### config.mk
export PLATFORM = sky130hd
export DESIGN_NAME = cosim_axil_master
export DESIGN_NICKNAME = d
export VERILOG_FILES = /design/src/rtl/cosim_axil_master.sv
export SDC_FILE = /design/constraint.sdc
export NUM_CORES = 1
export LEC_CHECK = 0
export CORE_MARGIN = 2
export CORE_UTILIZATION = 44
export DETAILED_ROUTE_END_ITERATION = 10
export PLACE_DENSITY = 0.89
export SLEW_MARGIN = 20
export SYNTH_ARGS = -nofsm -noshare
export SYNTH_HDL_FRONTEND = slang
export SYNTH_SLANG_ARGS = --single-unit
### constraint.sdc
create_clock -name ACLK -period 5.4 [get_ports ACLK]
set_input_delay 0.54 -clock ACLK [delete_from_list [all_inputs] [get_ports ACLK]]
set_output_delay 0.54 -clock ACLK [all_outputs]
set_load 0.05 [all_outputs]
### src/rtl/cosim_axil_master.sv
`default_nettype none
// +----------------------------------------------------------------------------+
// | cosim_axil_master: co-simulation strobe bus to AXI4-Lite master bridge,    |
// | one AXI transaction per request, with completion timeout.                  |
// | Revision: 1.0                                                              |
// +----------------------------------------------------------------------------+
module cosim_axil_master #(
  parameter int unsigned TIMEOUT  = 1024,
  parameter logic [31:0] ERR_DATA = 32'hDEADBEEF
) (
  input  logic        ACLK,
  input  logic        ARESET,
  input  logic [31:0] ADDR,
  input  logic [31:0] WRDAT,
  input  logic        WR,
  input  logic        RD,
  output logic        WRREADY,
  output logic        RDREADY,
  output logic [31:0] RDDAT,
  output logic        ERR,
  output logic        BUSY,
  output logic [31:0] M_AXI_AWADDR,
  output logic [2:0]  M_AXI_AWPROT,
  output logic        M_AXI_AWVALID,
  input  logic        M_AXI_AWREADY,
  output logic [31:0] M_AXI_WDATA,
  output logic [3:0]  M_AXI_WSTRB,
  output logic        M_AXI_WVALID,
  input  logic        M_AXI_WREADY,
  input  logic [1:0]  M_AXI_BRESP,
  input  logic        M_AXI_BVALID,
  output logic        M_AXI_BREADY,
  output logic [31:0] M_AXI_ARADDR,
  output logic [2:0]  M_AXI_ARPROT,
  output logic        M_AXI_ARVALID,
  input  logic        M_AXI_ARREADY,
  input  logic [31:0] M_AXI_RDATA,
  input  logic [1:0]  M_AXI_RRESP,
  input  logic        M_AXI_RVALID,
  output logic        M_AXI_RREADY
);

  typedef enum logic [2:0] {
    IDLE  = 3'd0,
    WREQ  = 3'd1,
    WRESP = 3'd2,
    RREQ  = 3'd3,
    RRESP = 3'd4,
    DONE  = 3'd5
  } state_t;

  state_t      state_q, state_d;
  logic [31:0] addr_q, addr_d;
  logic [31:0] wdata_q, wdata_d;
  logic [31:0] rddat_q, rddat_d;
  logic [31:0] cnt_q, cnt_d;
  logic        awvalid_q, awvalid_d;
  logic        wvalid_q, wvalid_d;
  logic        bready_q, bready_d;
  logic        arvalid_q, arvalid_d;
  logic        rready_q, rready_d;
  logic        wrready_q, wrready_d;
  logic        rdready_q, rdready_d;
  logic        err_q, err_d;
  logic        busy_q, busy_d;
  logic        is_rd_q, is_rd_d;
  logic        timeout_hit;
  logic        abort;

  // >= rather than == so a state change landing on the limit cycle still aborts
  assign timeout_hit = (TIMEOUT != 0) && (cnt_q >= TIMEOUT);

  always_comb begin
    state_d   = state_q;
    addr_d    = addr_q;
    wdata_d   = wdata_q;
    rddat_d   = rddat_q;
    cnt_d     = cnt_q;
    awvalid_d = awvalid_q;
    wvalid_d  = wvalid_q;
    bready_d  = bready_q;
    arvalid_d = arvalid_q;
    rready_d  = rready_q;
    wrready_d = 1'b0;
    rdready_d = 1'b0;
    err_d     = err_q;
    busy_d    = busy_q;
    is_rd_d   = is_rd_q;
    abort     = 1'b0;
    case (state_q)
      IDLE: begin
        if (WR) begin
          addr_d    = ADDR;
          wdata_d   = WRDAT;
          awvalid_d = 1'b1;
          wvalid_d  = 1'b1;
          is_rd_d   = 1'b0;
          err_d     = 1'b0;
          cnt_d     = 32'd0;
          busy_d    = 1'b1;
          state_d   = WREQ;
        end else if (RD) begin
          addr_d    = ADDR;
          arvalid_d = 1'b1;
          is_rd_d   = 1'b1;
          err_d     = 1'b0;
          cnt_d     = 32'd0;
          busy_d    = 1'b1;
          state_d   = RREQ;
        end
      end
      WREQ: begin
        cnt_d     = cnt_q + 32'd1;
        awvalid_d = awvalid_q & ~M_AXI_AWREADY;
        wvalid_d  = wvalid_q & ~M_AXI_WREADY;
        if (!awvalid_d && !wvalid_d) begin
          bready_d = 1'b1;
          state_d  = WRESP;
        end else begin
          abort = timeout_hit;
        end
      end
      WRESP: begin
        cnt_d = cnt_q + 32'd1;
        if (M_AXI_BVALID) begin
          bready_d  = 1'b0;
          err_d     = |M_AXI_BRESP;
          wrready_d = 1'b1;
          state_d   = DONE;
        end else begin
          abort = timeout_hit;
        end
      end
      RREQ: begin
        cnt_d = cnt_q + 32'd1;
        if (M_AXI_ARREADY) begin
          arvalid_d = 1'b0;
          rready_d  = 1'b1;
          state_d   = RRESP;
        end else begin
          abort = timeout_hit;
        end
      end
      RRESP: begin
        cnt_d = cnt_q + 32'd1;
        if (M_AXI_RVALID) begin
          rready_d  = 1'b0;
          rddat_d   = (M_AXI_RRESP == 2'b00) ? M_AXI_RDATA : ERR_DATA;
          err_d     = |M_AXI_RRESP;
          rdready_d = 1'b1;
          state_d   = DONE;
        end else begin
          abort = timeout_hit;
        end
      end
      DONE: begin
        busy_d  = 1'b0;
        state_d = IDLE;
      end
      default: state_d = IDLE;
    endcase
    // Timeout drops every handshake signal even mid-handshake
    if (abort) begin
      awvalid_d = 1'b0;
      wvalid_d  = 1'b0;
      bready_d  = 1'b0;
      arvalid_d = 1'b0;
      rready_d  = 1'b0;
      err_d     = 1'b1;
      wrready_d = ~is_rd_q;
      rdready_d = is_rd_q;
      if (is_rd_q) rddat_d = ERR_DATA;
      state_d = DONE;
    end
  end

  always_ff @(posedge ACLK or posedge ARESET) begin
    if (ARESET) begin
      state_q   <= IDLE;
      addr_q    <= 32'd0;
      wdata_q   <= 32'd0;
      rddat_q   <= 32'd0;
      cnt_q     <= 32'd0;
      awvalid_q <= 1'b0;
      wvalid_q  <= 1'b0;
      bready_q  <= 1'b0;
      arvalid_q <= 1'b0;
      rready_q  <= 1'b0;
      wrready_q <= 1'b0;
      rdready_q <= 1'b0;
      err_q     <= 1'b0;
      busy_q    <= 1'b0;
      is_rd_q   <= 1'b0;
    end else begin
      state_q   <= state_d;
      addr_q    <= addr_d;
      wdata_q   <= wdata_d;
      rddat_q   <= rddat_d;
      cnt_q     <= cnt_d;
      awvalid_q <= awvalid_d;
      wvalid_q  <= wvalid_d;
      bready_q  <= bready_d;
      arvalid_q <= arvalid_d;
      rready_q  <= rready_d;
      wrready_q <= wrready_d;
      rdready_q <= rdready_d;
      err_q     <= err_d;
      busy_q    <= busy_d;
      is_rd_q   <= is_rd_d;
    end
  end

  assign WRREADY       = wrready_q;
  assign RDREADY       = rdready_q;
  assign RDDAT         = rddat_q;
  assign ERR           = err_q;
  assign BUSY          = busy_q;
  assign M_AXI_AWADDR  = addr_q;
  assign M_AXI_AWPROT  = 3'b000;
  assign M_AXI_AWVALID = awvalid_q;
  assign M_AXI_WDATA   = wdata_q;
  assign M_AXI_WSTRB   = 4'hF;
  assign M_AXI_WVALID  = wvalid_q;
  assign M_AXI_BREADY  = bready_q;
  assign M_AXI_ARADDR  = addr_q;
  assign M_AXI_ARPROT  = 3'b000;
  assign M_AXI_ARVALID = arvalid_q;
  assign M_AXI_RREADY  = rready_q;

endmodule
`default_nettype wire

==> impl_metrics.xml, run 1 <==
<?xml version="1.0" encoding="UTF-8"?>
<metrics>
  <group name="yosys">
    <metric name="synth_compound_gate_area_share" unit="%">7.04</metric>
    <metric name="synthAdderAreaFrac" unit="%">0.387</metric>
    <metric name="dominant_combinational_cell_family_by_area_after_synthesis" unit="">simple AND/OR/NAND/NOR gates</metric>
    <metric name="post_synth_instance_area" unit="sq mm">0.00646</metric>
    <metric name="share_of_the_yosys_chip_area_belonging_to_registers" unit="%">54.6</metric>
    <metric name="gate_count_of_the_mapped_netlist" unit="">591</metric>
    <metric name="synth_xor_xnor_area_share" unit="%">3.52</metric>
    <metric name="ys_async_sr_fraction" unit="%">100</metric>
    <metric name="post_synth_and_or_nand_nor_area_fraction" unit="%">15.2</metric>
    <metric name="mean_instance_size_in_the_synthesized_netlist" unit="sq um">10.9</metric>
    <metric name="ys_dominant_reg_cell" unit="">sky130_fd_sc_hd__dfrtp_1</metric>
    <metric name="yosys_register_bits" unit="">141</metric>
    <metric name="yosysUniqueCellTypes" unit="">51</metric>
    <metric name="synth_enable_flop_cells" unit="">0</metric>
    <metric name="post_synth_mux_area_share" unit="%">11.3</metric>
    <metric name="yosys_warnings" unit="">0</metric>
  </group>
  <group name="route">
    <metric name="drt-vias-per-instance" unit="">5.25</metric>
    <metric name="routed_wl" unit="microns">16500</metric>
    <metric name="vias" unit="">5194</metric>
    <metric name="drt_iter0_markers" unit="">399</metric>
    <metric name="dr.pass1.iters" unit="">5</metric>
    <metric name="post-route-drc-count" unit="">0</metric>
    <metric name="routedWlPerCell" unit="microns">16.7</metric>
    <metric name="antenna_violating_nets_post_route" unit="">0</metric>
  </group>
  <group name="pwr">
    <metric name="vdd.ir_drop.worst" unit="mV">0.554</metric>
    <metric name="p_leak" unit="nW">3.84</metric>
    <metric name="pwr_density_cell" unit="mW/mm^2">722</metric>
  </group>
  <group name="cells_and_area">
    <metric name="synthToLayoutAreaGrowth" unit="%">44.2</metric>
    <metric name="fraction_of_layout_instances_using_a_drive_strength_above_1" unit="%">14.6</metric>
    <metric name="diodes" unit="">0</metric>
    <metric name="nFillCells" unit="">1125</metric>
    <metric name="num-nets-final" unit="">904</metric>
    <metric name="multiInputGateArea" unit="sq mm">0.00246</metric>
    <metric name="layout.area.seq" unit="sq mm">0.00353</metric>
  </group>
  <group name="clock_network">
    <metric name="cts.htree.levels" unit="">4</metric>
    <metric name="ctsHoldBuffers" unit="">0</metric>
    <metric name="cts.reportedPaths.clkPinSlew" unit="ns">0.06</metric>
    <metric name="post_cts.resized_instances" unit="">0</metric>
    <metric name="numCtsBuffers" unit="">17</metric>
    <metric name="clock_path_buffers" unit="">2</metric>
    <metric name="worst_skew_pair.late_latency" unit="ns">0.42</metric>
    <metric name="root_buffer" unit="">sky130_fd_sc_hd__clkbuf_16</metric>
    <metric name="cts.sinks" unit="">141</metric>
    <metric name="post_cts.repair.setup_buffers" unit="">0</metric>
    <metric name="clock_tree_from_tritoncts" unit="">built</metric>
  </group>
  <group name="sta">
    <metric name="clock_skew" unit="ns">0.00724</metric>
    <metric name="period_share" unit="%">51.3</metric>
    <metric name="final_max_slew_violation_count" unit="">0</metric>
    <metric name="max_freq" unit="MHz">361</metric>
    <metric name="report.final.setup_viol" unit="">0</metric>
    <metric name="fin_setup_tns" unit="ns">0</metric>
    <metric name="setup_slack_of_the_critical_path_after_layout" unit="ns">2.63</metric>
    <metric name="grt_setup_unrepaired" unit="">no</metric>
    <metric name="worst_slew_margin_rel" unit="%">26.2</metric>
    <metric name="finalWorstPathRequiredPeriod" unit="ns">2.77</metric>
    <metric name="max_slew.worst_pin.slew" unit="ns">1.10</metric>
    <metric name="timing.final.hold_violations" unit="">0</metric>
  </group>
  <group name="worst_hold_path">
    <metric name="hp-class" unit="">flip-flop to flip-flop</metric>
  </group>
  <group name="global_route">
    <metric name="grt_util_all_layers" unit="%">21.4</metric>
    <metric name="global_route_wire_length_before_repair" unit="microns">26700</metric>
    <metric name="grt_start_max_net_pins" unit="">101</metric>
    <metric name="globalRoute.totalOverflow" unit="">0</metric>
    <metric name="grt_pass1_vias" unit="">5097</metric>
    <metric name="grt_antenna_before_repair" unit="">1</metric>
  </group>
  <group name="flow_run">
    <metric name="max_cap_violations" unit="">0</metric>
  </group>
  <group name="floorplan">
    <metric name="initial_utilization" unit="%">44.8</metric>
    <metric name="die_w" unit="microns">125</metric>
    <metric name="die-area" unit="sq mm">0.0157</metric>
    <metric name="core-area" unit="sq mm">0.0144</metric>
    <metric name="core.rowCount" unit="">44</metric>
    <metric name="floorplan.die.height" unit="microns">125</metric>
    <metric name="top_ports" unit="">256</metric>
  </group>
  <group name="placed_design">
    <metric name="final_gp_congestion" unit="">0.820</metric>
    <metric name="place_hpwl" unit="microns">11600</metric>
    <metric name="pre_cts_ws" unit="ns">2.50</metric>
    <metric name="port-buffer-count" unit="">245</metric>
  </group>
  <group name="worst_setup_path">
    <metric name="critical-path-top-delay-family" unit="">compound AO/OA/AOI/OAI gates</metric>
    <metric name="timing.critical_path.slowest_cell_delay" unit="ns">0.82</metric>
    <metric name="critPathMaxFanout" unit="">37</metric>
    <metric name="critical-path-slowest-cell" unit="">sky130_fd_sc_hd__o211a_2</metric>
    <metric name="cell_breakdown_of_the_critical_path" unit="">nor2_1, o211a_2, buf_4, mux2_2</metric>
    <metric name="critPathLaunchType" unit="">flip-flop</metric>
    <metric name="worst_reg2reg_setup_slack" unit="ns">2.63</metric>
    <metric name="required" unit="ns">5.70</metric>
    <metric name="setup.worst_path.end_class" unit="">flip-flop</metric>
    <metric name="cp.arrival" unit="ns">3.07</metric>
    <metric name="cp.buffers_inverters" unit="">1</metric>
    <metric name="setup_crit_path_kind" unit="">flip-flop to flip-flop</metric>
  </group>
  <group name="outcome">
    <metric name="run_status" unit="">complete, no violations</metric>
  </group>
</metrics>
==> layer usage <==
layer  up-vias  track usage (%)  part of all wire (%)
met3        22             5.65                   6.4
li1       2403                -                     -
met4         2             7.45                   1.6
met5         -                0                 0.042
met2       212             36.4                    50
met1      2555             26.5                    41
==> kinds of logic after synthesis <==
| logic type | Yosys count |
|---|---|
| simple gates | 196 |
| flops | 141 |
| mux | 65 |
| compound gates | 73 |
| fa+ha+maj | 2 |
| other cells | 2 |
| xor+xnor | 26 |
| buf+inv | 86 |
==> sequential cells by signal, indices dropped and copies added, names as in the netlist, 3 cells and up <==
signal,count
M_AXI_ARADDR,32
M_AXI_WDATA,32
state_q,3
RDDAT,32
cnt_q,32
==> stage by stage <==
stage	power, mW	utilization [%]	hold WS, ns	area (sq um)	cells
global route	7.01	64.7	0.513	9330	990
detailed placement	5.62	60.7	0.494	8750	958
global placement	5.55	60.6	0.488	8750	958
CTS	6.78	64.7	0.507	9330	990
floorplan	4.49	-	0.504	6490	599
finish	6.73	64.7	0.504	9330	990
==> final timing paths <==
check | end | cells past startpoint | start
hold / removal | M_AXI_WDATA[29] | 1 | M_AXI_WDATA[29]
hold reg to reg | M_AXI_WDATA[29] | 1 | M_AXI_WDATA[29]
setup reg to reg | M_AXI_ARADDR[4] | 4 | state_q[2]
min in group asynchronous | M_AXI_ARADDR[4] | 2 | ARESET
setup / recovery | M_AXI_ARADDR[4] | 4 | state_q[2]
max in group asynchronous | RDDAT[5] | 3 | ARESET
==> worst register-to-register path, delay by kind of cell (launching register included) <==
family,cells,cell delay (ns)
AOI/OAI and AO/OA,1,0.82
and+or+nand+nor,1,0.35
DFF,1,0.59
muxes,1,0.39
buffers and inverters,1,0.49
==> layout make-up <==
type                       count  share of cell area (%)
multi-input combinational    372                    26.4
timing repair buffer         248                    26.5
tap                          184                    2.47
clock buffer                  21                    4.94
sequential                   141                    37.8
inverter                      13                   0.577
clock inverter                11                    1.25
==> cells in the mapped netlist (all sizes together) (2+ instances only) <==
library cell | n | share of area (%)
dfrtp | 141 | 55
nor2 | 66 | 3.8
mux2 | 64 | 11
buf | 60 | 6.3
o21ai | 34 | 2.6
nor3 | 29 | 2.2
nand2 | 27 | 1.6
nand3 | 22 | 1.8
xor2 | 22 | 3.0
a21oi | 21 | 2.1
nand4 | 14 | 1.5
clkbuf | 13 | 0.75
inv | 13 | 0.75
and3 | 11 | 1.1
nor4 | 9 | 1.2
nand2b | 4 | 0.39
or3 | 4 | 0.39
or4 | 4 | 0.64
xnor2 | 4 | 0.54
a211oi | 3 | 0.35
conb | 2 | 0.12
ha | 2 | 0.39
o211a | 2 | 0.31
o22ai | 2 | 0.19
==> cell usage in the layout, fill, tap and decap left out, types with 5 or more instances in the layout <==
cell type / synthesis / layout
sky130_fd_sc_hd__inv_1: 13 / 12
sky130_fd_sc_hd__nand2_1: 27 / 27
sky130_fd_sc_hd__dfrtp_1: 141 / 141
sky130_fd_sc_hd__nand3_1: 21 / 21
sky130_fd_sc_hd__o21ai_0: 33 / 33
sky130_fd_sc_hd__nor3_1: 29 / 29
sky130_fd_sc_hd__clkdlybuf4s50_1: 0 / 245
sky130_fd_sc_hd__and3_1: 11 / 9
sky130_fd_sc_hd__a21oi_2: 8 / 8
sky130_fd_sc_hd__clkinv_2: 0 / 5
sky130_fd_sc_hd__nand4_1: 13 / 13
sky130_fd_sc_hd__clkbuf_16: 0 / 17
sky130_fd_sc_hd__a21oi_1: 13 / 13
sky130_fd_sc_hd__xor2_1: 22 / 22
sky130_fd_sc_hd__conb_1: 2 / 10
sky130_fd_sc_hd__mux2_2: 64 / 64
sky130_fd_sc_hd__nor2_1: 66 / 66
sky130_fd_sc_hd__nor4_1: 6 / 6
==> report_power, final <==
group | leakage, nW | internal (mW) | switching, mW
combinational | 1.88 | 1.33 | 2.49
clock | 0.279 | 0.701 | 0.433
sequential | 1.68 | 1.47 | 0.309
(Power assumes the default switching activity.)
==> inputs of run 2 (changes only) <==
clock period = 2.8 ns   (was 5.4 ns; I/O delays follow)
==> run 2 against run 1 <==
Effect of this change: cell count is 0.61% higher; register-to-register slack worse by 2.2 ns; via count is 0.83% higher; sequential cell count stayed put; final area is 0.83% higher; worst hold slack worse by 0.21 ns; critical endpoint is now RDDAT[18].
==> impl_metrics.xml, run 2 (synthesis gave the netlist of run 1 again) <==
<?xml version="1.0" encoding="UTF-8"?>
<metrics>
  <group name="clock_network">
    <metric name="clock_tree_from_tritoncts" unit="">built</metric>
    <metric name="worst_skew_pair.late_latency" unit="ns">0.41</metric>
    <metric name="cts.reportedPaths.clkPinSlew" unit="ns">0.06</metric>
    <metric name="post_cts.repair.setup_buffers" unit="">0</metric>
    <metric name="cts.sinks" unit="">141</metric>
    <metric name="clock_path_buffers" unit="">2</metric>
    <metric name="numCtsBuffers" unit="">17</metric>
    <metric name="cts.htree.levels" unit="">4</metric>
    <metric name="root_buffer" unit="">sky130_fd_sc_hd__clkbuf_16</metric>
    <metric name="post_cts.resized_instances" unit="">0</metric>
    <metric name="ctsHoldBuffers" unit="">0</metric>
  </group>
  <group name="sta">
    <metric name="final_max_slew_violation_count" unit="">0</metric>
    <metric name="finalWorstPathRequiredPeriod" unit="ns">2.36</metric>
    <metric name="max_slew.worst_pin.slew" unit="ns">0.623</metric>
    <metric name="fin_setup_tns" unit="ns">0</metric>
    <metric name="worst_slew_margin_rel" unit="%">58.1</metric>
    <metric name="grt_setup_unrepaired" unit="">no</metric>
    <metric name="timing.final.hold_violations" unit="">0</metric>
    <metric name="period_share" unit="%">84.2</metric>
    <metric name="clock_skew" unit="ns">0.00731</metric>
    <metric name="report.final.setup_viol" unit="">0</metric>
    <metric name="max_freq" unit="MHz">424</metric>
  </group>
  <group name="pwr">
    <metric name="pwr_density_cell" unit="mW/mm^2">1380</metric>
    <metric name="p_leak" unit="nW">3.86</metric>
    <metric name="vdd.ir_drop.worst" unit="mV">1.15</metric>
  </group>
  <group name="global_route">
    <metric name="grt_util_all_layers" unit="%">22.2</metric>
    <metric name="grt_pass1_vias" unit="">5480</metric>
    <metric name="grt_antenna_before_repair" unit="">0</metric>
    <metric name="globalRoute.totalOverflow" unit="">0</metric>
    <metric name="global_route_wire_length_before_repair" unit="microns">28200</metric>
    <metric name="grt_start_max_net_pins" unit="">66</metric>
  </group>
  <group name="worst_hold_path">
    <metric name="hp-class" unit="">input pin to async pin</metric>
  </group>
  <group name="cells_and_area">
    <metric name="num-nets-final" unit="">910</metric>
    <metric name="multiInputGateArea" unit="sq mm">0.00246</metric>
    <metric name="nFillCells" unit="">1097</metric>
    <metric name="layout.area.seq" unit="sq mm">0.00353</metric>
    <metric name="final_common_cell" unit="">sky130_fd_sc_hd__clkdlybuf4s50_1</metric>
    <metric name="fraction_of_layout_instances_using_a_drive_strength_above_1" unit="%">15.4</metric>
    <metric name="diodes" unit="">0</metric>
    <metric name="synthToLayoutAreaGrowth" unit="%">45.4</metric>
    <metric name="most_frequent_cells_in_the_layout" unit="">245 x sky130_fd_sc_hd__clkdlybuf4s50_1, 141 x sky130_fd_sc_hd__dfrtp_1, 66 x sky130_fd_sc_hd__nor2_1, 64 x sky130_fd_sc_hd__mux2_2, 33 x sky130_fd_sc_hd__o21ai_0</metric>
    <metric name="fin_area" unit="sq mm">0.00940</metric>
  </group>
  <group name="route">
    <metric name="drt-vias-per-instance" unit="">5.26</metric>
    <metric name="dr.pass1.iters" unit="">5</metric>
    <metric name="vias" unit="">5237</metric>
    <metric name="antenna_violating_nets_post_route" unit="">0</metric>
    <metric name="routed_wl" unit="microns">16700</metric>
    <metric name="drt_iter0_markers" unit="">319</metric>
    <metric name="routedWlPerCell" unit="microns">16.7</metric>
    <metric name="post-route-drc-count" unit="">0</metric>
  </group>
  <group name="placed_design">
    <metric name="place_hpwl" unit="microns">11900</metric>
    <metric name="final_gp_congestion" unit="">0.848</metric>
    <metric name="port-buffer-count" unit="">245</metric>
    <metric name="placement.cell_area" unit="sq mm">0.00885</metric>
  </group>
  <group name="worst_setup_path">
    <metric name="critPathMaxFanout" unit="">25</metric>
    <metric name="setup_crit_path_kind" unit="">flip-flop to flip-flop</metric>
    <metric name="setup.worst_path.end_class" unit="">flip-flop</metric>
    <metric name="cp.arrival" unit="ns">2.61</metric>
    <metric name="critical-path-slowest-cell" unit="">sky130_fd_sc_hd__dfrtp_1</metric>
    <metric name="required" unit="ns">3.06</metric>
    <metric name="cell_breakdown_of_the_critical_path" unit="">nor2_1, and2_1, a211o_1, nand3_2, o21ai_0</metric>
    <metric name="critPathLaunchType" unit="">flip-flop</metric>
    <metric name="timing.critical_path.slowest_cell_delay" unit="ns">0.75</metric>
  </group>
  <group name="floorplan">
    <metric name="core-area" unit="sq mm">0.0144</metric>
    <metric name="floorplan.die.height" unit="microns">125</metric>
    <metric name="die-area" unit="sq mm">0.0157</metric>
    <metric name="top_ports" unit="">256</metric>
    <metric name="core.rowCount" unit="">44</metric>
    <metric name="initial_utilization" unit="%">44.8</metric>
    <metric name="die_w" unit="microns">125</metric>
  </group>
  <group name="outcome">
    <metric name="run_status" unit="">complete, no violations</metric>
  </group>
  <group name="flow_run">
    <metric name="max_cap_violations" unit="">0</metric>
  </group>
</metrics>
[run 2: cell types whose count changed in the layout (fill, tap and decap cells not counted), sizes merged]
cell	previous run	this run
clkbuf	21	18
bufinv	2	0
inv	14	18
buf	3	9
clkinvlp	3	7
clkinv	5	2
[run 2: worst paths after layout]
path	start	end	slack, ns	cells after the start
min in group ACLK	M_AXI_RDATA[8]	RDDAT[8]	0.44	3
hold / removal	ARESET	M_AXI_WDATA[18]	0.30	2
setup / recovery	state_q[2]	RDDAT[18]	0.44	5
max in group asynchronous	ARESET	state_q[0]	1.88	3
hold reg to reg	M_AXI_WDATA[2]	M_AXI_WDATA[2]	0.50	1
setup reg to reg	state_q[2]	RDDAT[18]	0.44	5
[run 2: power breakdown]
part | internal, mW | switching (mW)
combinational | 2.61 | 4.83
sequential | 2.83 | 0.585
clock | 1.17 | 0.906
[run 2: area by class of cell]
type / count / area share (%)
clock buffers: 18 / 4.67
clock inverters: 14 / 1.17
inverters: 13 / 0.559
multi-input cells: 372 / 26.2
flip-flops and latches: 141 / 37.5
well taps: 184 / 2.45
repair buffers: 254 / 27.5
[run 2: routing by layer]
metal	global-route usage, %	routed length [microns]	up-vias	part of all wire [%]
li1	-	-	2422	-
met1	27.3	6720	2555	40
met2	38.2	8500	236	51
met3	5.99	1140	24	6.8
met4	6.86	314	0	1.9
met5	0	0	-	0
[run 2: through the flow]
stage	power, mW	hold slack, ns	utilization (%)	setup WS (ns)	cells
2_1_floorplan	8.66	0.432	-	0.757	599
3_3_place_gp	10.8	0.488	61.4	0.538	964
3_5_place_dp	10.9	0.495	61.4	0.481	964
4_1_cts	13.0	0.300	65.2	0.523	996
5_1_grt	13.5	0.324	65.2	0.214	996
6_report	12.9	0.297	65.2	0.442	996
[run 2: critical path, delay by kind of cell, from the launching register on]
| kind | cells | cell delay [ns] |
|---|---|---|
| flip-flops | 1 | 0.75 |
| AND/OR/NAND/NOR | 3 | 0.87 |
| AO/OA/AOI/OAI | 2 | 0.57 |
==> inputs of run 3 (changes only) <==
CORE_UTILIZATION = 40   (was 44)
PLACE_DENSITY = 0.86   (was 0.89)
clock period = 2.02 ns   (was 2.8 ns; I/O delays follow)
==> run 3 against run 2 <==
Effect of this change: die area is 9.7% higher; worst hold slack worse by 0.18 ns; via count is 3.5% higher; utilization is 3.4 points lower; critical path depth is 1 higher; routed wire length is 9.3% higher; setup slack worse by 0.42 ns; maximum frequency is 18% higher.
==> impl_metrics.xml, run 3 (synthesis gave the netlist of run 1 again) <==
<?xml version="1.0" encoding="UTF-8"?>
<metrics>
  <group name="global_route">
    <metric name="globalRoute.totalOverflow" unit="">0</metric>
    <metric name="grt_pass1_vias" unit="">5598</metric>
    <metric name="grt_antenna_before_repair" unit="">1</metric>
    <metric name="grt_util_all_layers" unit="%">21.2</metric>
    <metric name="global_route_wire_length_before_repair" unit="microns">29100</metric>
    <metric name="grt_start_max_net_pins" unit="">55</metric>
  </group>
  <group name="floorplan">
    <metric name="core.rowCount" unit="">46</metric>
    <metric name="floorplan.die.height" unit="microns">131</metric>
    <metric name="core-area" unit="sq mm">0.0158</metric>
    <metric name="top_ports" unit="">256</metric>
    <metric name="die-area" unit="sq mm">0.0172</metric>
    <metric name="initial_utilization" unit="%">40.8</metric>
    <metric name="die_w" unit="microns">131</metric>
  </group>
  <group name="worst_setup_path">
    <metric name="critPathLaunchType" unit="">flip-flop</metric>
    <metric name="setup.worst_path.end_class" unit="">flip-flop</metric>
    <metric name="critPathMaxFanout" unit="">12</metric>
    <metric name="required" unit="ns">2.31</metric>
    <metric name="cp.arrival" unit="ns">2.29</metric>
    <metric name="setup_crit_path_kind" unit="">flip-flop to flip-flop</metric>
  </group>
  <group name="route">
    <metric name="drt-vias-per-instance" unit="">5.13</metric>
    <metric name="dr.pass1.iters" unit="">5</metric>
    <metric name="antenna_violating_nets_post_route" unit="">0</metric>
    <metric name="post-route-drc-count" unit="">0</metric>
    <metric name="routed_wl" unit="microns">18200</metric>
    <metric name="drt_iter0_markers" unit="">285</metric>
    <metric name="vias" unit="">5420</metric>
    <metric name="routedWlPerCell" unit="microns">17.2</metric>
  </group>
  <group name="placed_design">
    <metric name="port-buffer-count" unit="">245</metric>
    <metric name="placed_cells" unit="">1022</metric>
    <metric name="place_hpwl" unit="microns">13000</metric>
    <metric name="final_gp_congestion" unit="">0.827</metric>
  </group>
  <group name="cells_and_area">
    <metric name="most_frequent_cells_in_the_layout" unit="">245 x sky130_fd_sc_hd__clkdlybuf4s50_1, 141 x sky130_fd_sc_hd__dfrtp_1, 66 x sky130_fd_sc_hd__nor2_1, 64 x sky130_fd_sc_hd__mux2_2, 31 x sky130_fd_sc_hd__buf_4</metric>
    <metric name="num-nets-final" unit="">939</metric>
    <metric name="final_cells" unit="">1057</metric>
    <metric name="finalCoreUtilization" unit="%">61.8</metric>
    <metric name="synthToLayoutAreaGrowth" unit="%">51.4</metric>
    <metric name="final_common_cell" unit="">sky130_fd_sc_hd__clkdlybuf4s50_1</metric>
    <metric name="diodes" unit="">0</metric>
    <metric name="fraction_of_layout_instances_using_a_drive_strength_above_1" unit="%">18.8</metric>
  </group>
  <group name="sta">
    <metric name="max_freq" unit="MHz">501</metric>
    <metric name="final_max_slew_violation_count" unit="">0</metric>
    <metric name="worst_slew_margin_rel" unit="%">60.3</metric>
    <metric name="clock_skew" unit="ns">0.0118</metric>
    <metric name="report.final.setup_viol" unit="">0</metric>
    <metric name="timing.final.hold_violations" unit="">0</metric>
    <metric name="period_share" unit="%">98.8</metric>
    <metric name="grt_setup_unrepaired" unit="">yes</metric>
    <metric name="max_slew.worst_pin.slew" unit="ns">0.593</metric>
    <metric name="finalWorstPathRequiredPeriod" unit="ns">2.00</metric>
  </group>
  <group name="clock_network">
    <metric name="clock_path_buffers" unit="">2</metric>
    <metric name="numCtsBuffers" unit="">17</metric>
    <metric name="root_buffer" unit="">sky130_fd_sc_hd__clkbuf_16</metric>
    <metric name="cts.htree.levels" unit="">4</metric>
    <metric name="worst_skew_pair.late_latency" unit="ns">0.42</metric>
    <metric name="clock_tree_from_tritoncts" unit="">built</metric>
    <metric name="cts.sinks" unit="">141</metric>
    <metric name="cts.reportedPaths.clkPinSlew" unit="ns">0.06</metric>
    <metric name="ctsHoldBuffers" unit="">0</metric>
  </group>
  <group name="outcome">
    <metric name="run_status" unit="">complete, no violations</metric>
  </group>
  <group name="pwr">
    <metric name="total_power" unit="mW">18.6</metric>
    <metric name="p_leak" unit="nW">4.05</metric>
    <metric name="vdd.ir_drop.worst" unit="mV">1.37</metric>
    <metric name="pwr_density_cell" unit="mW/mm^2">1900</metric>
  </group>
  <group name="flow_run">
    <metric name="max_cap_violations" unit="">0</metric>
  </group>
  <group name="worst_hold_path">
    <metric name="hp-class" unit="">input pin to async pin</metric>
  </group>
</metrics>
## run 3: cell count changes in the layout (fill, tap and decap cells not counted), moves of 2 or more
cell / before / now
sky130_fd_sc_hd__nor4_1: 6 / 2
sky130_fd_sc_hd__bufinv_16: 0 / 3
sky130_fd_sc_hd__o21ai_1: 1 / 5
sky130_fd_sc_hd__o21ai_0: 33 / 29
sky130_fd_sc_hd__clkbuf_1: 0 / 2
sky130_fd_sc_hd__clkinvlp_4: 7 / 3
sky130_fd_sc_hd__clkinv_4: 0 / 3
sky130_fd_sc_hd__buf_4: 4 / 31
sky130_fd_sc_hd__nor4_2: 3 / 7
sky130_fd_sc_hd__inv_6: 5 / 1
## run 3: area by class of cell
cell class / count / area [sq um]
fill: 1217 / 6040
sequential: 141 / 3530
timing repair buffer: 283 / 2830
multi-input combinational: 372 / 2500
clock buffer: 20 / 447
tap: 216 / 270
clock inverter: 12 / 161
inverter: 13 / 52.6
## run 3: path summary, 6_finish.rpt
kind | start | to | slack (ns) | depth (start not counted)
setup / recovery | cnt_q[14] | RDDAT[30] | 0.02 | 6
hold / removal | ARESET | M_AXI_WDATA[0] | 0.11 | 2
setup reg to reg | cnt_q[14] | RDDAT[30] | 0.02 | 6
hold reg to reg | M_AXI_WDATA[21] | M_AXI_WDATA[21] | 0.51 | 1
max in group asynchronous | ARESET | RDDAT[7] | 1.29 | 3
min in group ACLK | M_AXI_RDATA[17] | RDDAT[17] | 0.35 | 3
## run 3: where the power goes
group | total (mW) | leakage, nW | switching [mW] | internal, mW
combinational | 10.7 | 2.08 | 6.90 | 3.78
clock | 3.19 | 0.292 | 1.20 | 1.99
sequential | 4.69 | 1.68 | 0.762 | 3.93
total | 18.6 | 4.05 | 8.86 | 9.70
## run 3: stage by stage
step / instance area (sq um) / setup WS [ns] / hold slack, ns / setup TNS, ns
6_report: 9790 / 0.0246 / 0.114 / 0
5_1_grt: 9790 / -0.0437 / 0.144 / -0.752
4_1_cts: 9710 / 0.00744 / 0.108 / 0
3_5_place_dp: 9100 / -0.185 / 0.495 / -2.11
3_3_place_gp: 9100 / -0.102 / 0.488 / -0.686
2_1_floorplan: 6500 / 0.0549 / 0.354 / 0
## run 3: worst max-delay path, stage by stage, from the launching register on
cell and delay (ns):
sky130_fd_sc_hd__dfrtp_1 0.40, sky130_fd_sc_hd__nor4_2 0.32, sky130_fd_sc_hd__nand4_1 0.19, sky130_fd_sc_hd__or4_4 0.55, sky130_fd_sc_hd__nand3_4 0.13, sky130_fd_sc_hd__clkbuf_16 0.17, sky130_fd_sc_hd__o21ai_0 0.10
## run 3: layer usage
| metal | routed length (microns) | vias up | track usage, % |
|---|---|---|---|
| met2 | 9330 | 245 | 36.7 |
| met1 | 7140 | 2663 | 24.7 |
| met5 | 0 | - | 0 |
| li1 | - | 2477 | - |
| met4 | 424 | 0 | 8.09 |
| met3 | 1340 | 35 | 6.52 |
## run 3: timing repair
item	4_1_cts	5_1_grt
gates resized for setup	1	12
buffers inserted	0	2
setup endpoints to repair	8	33
pin swaps	0	2
cloned	0	1
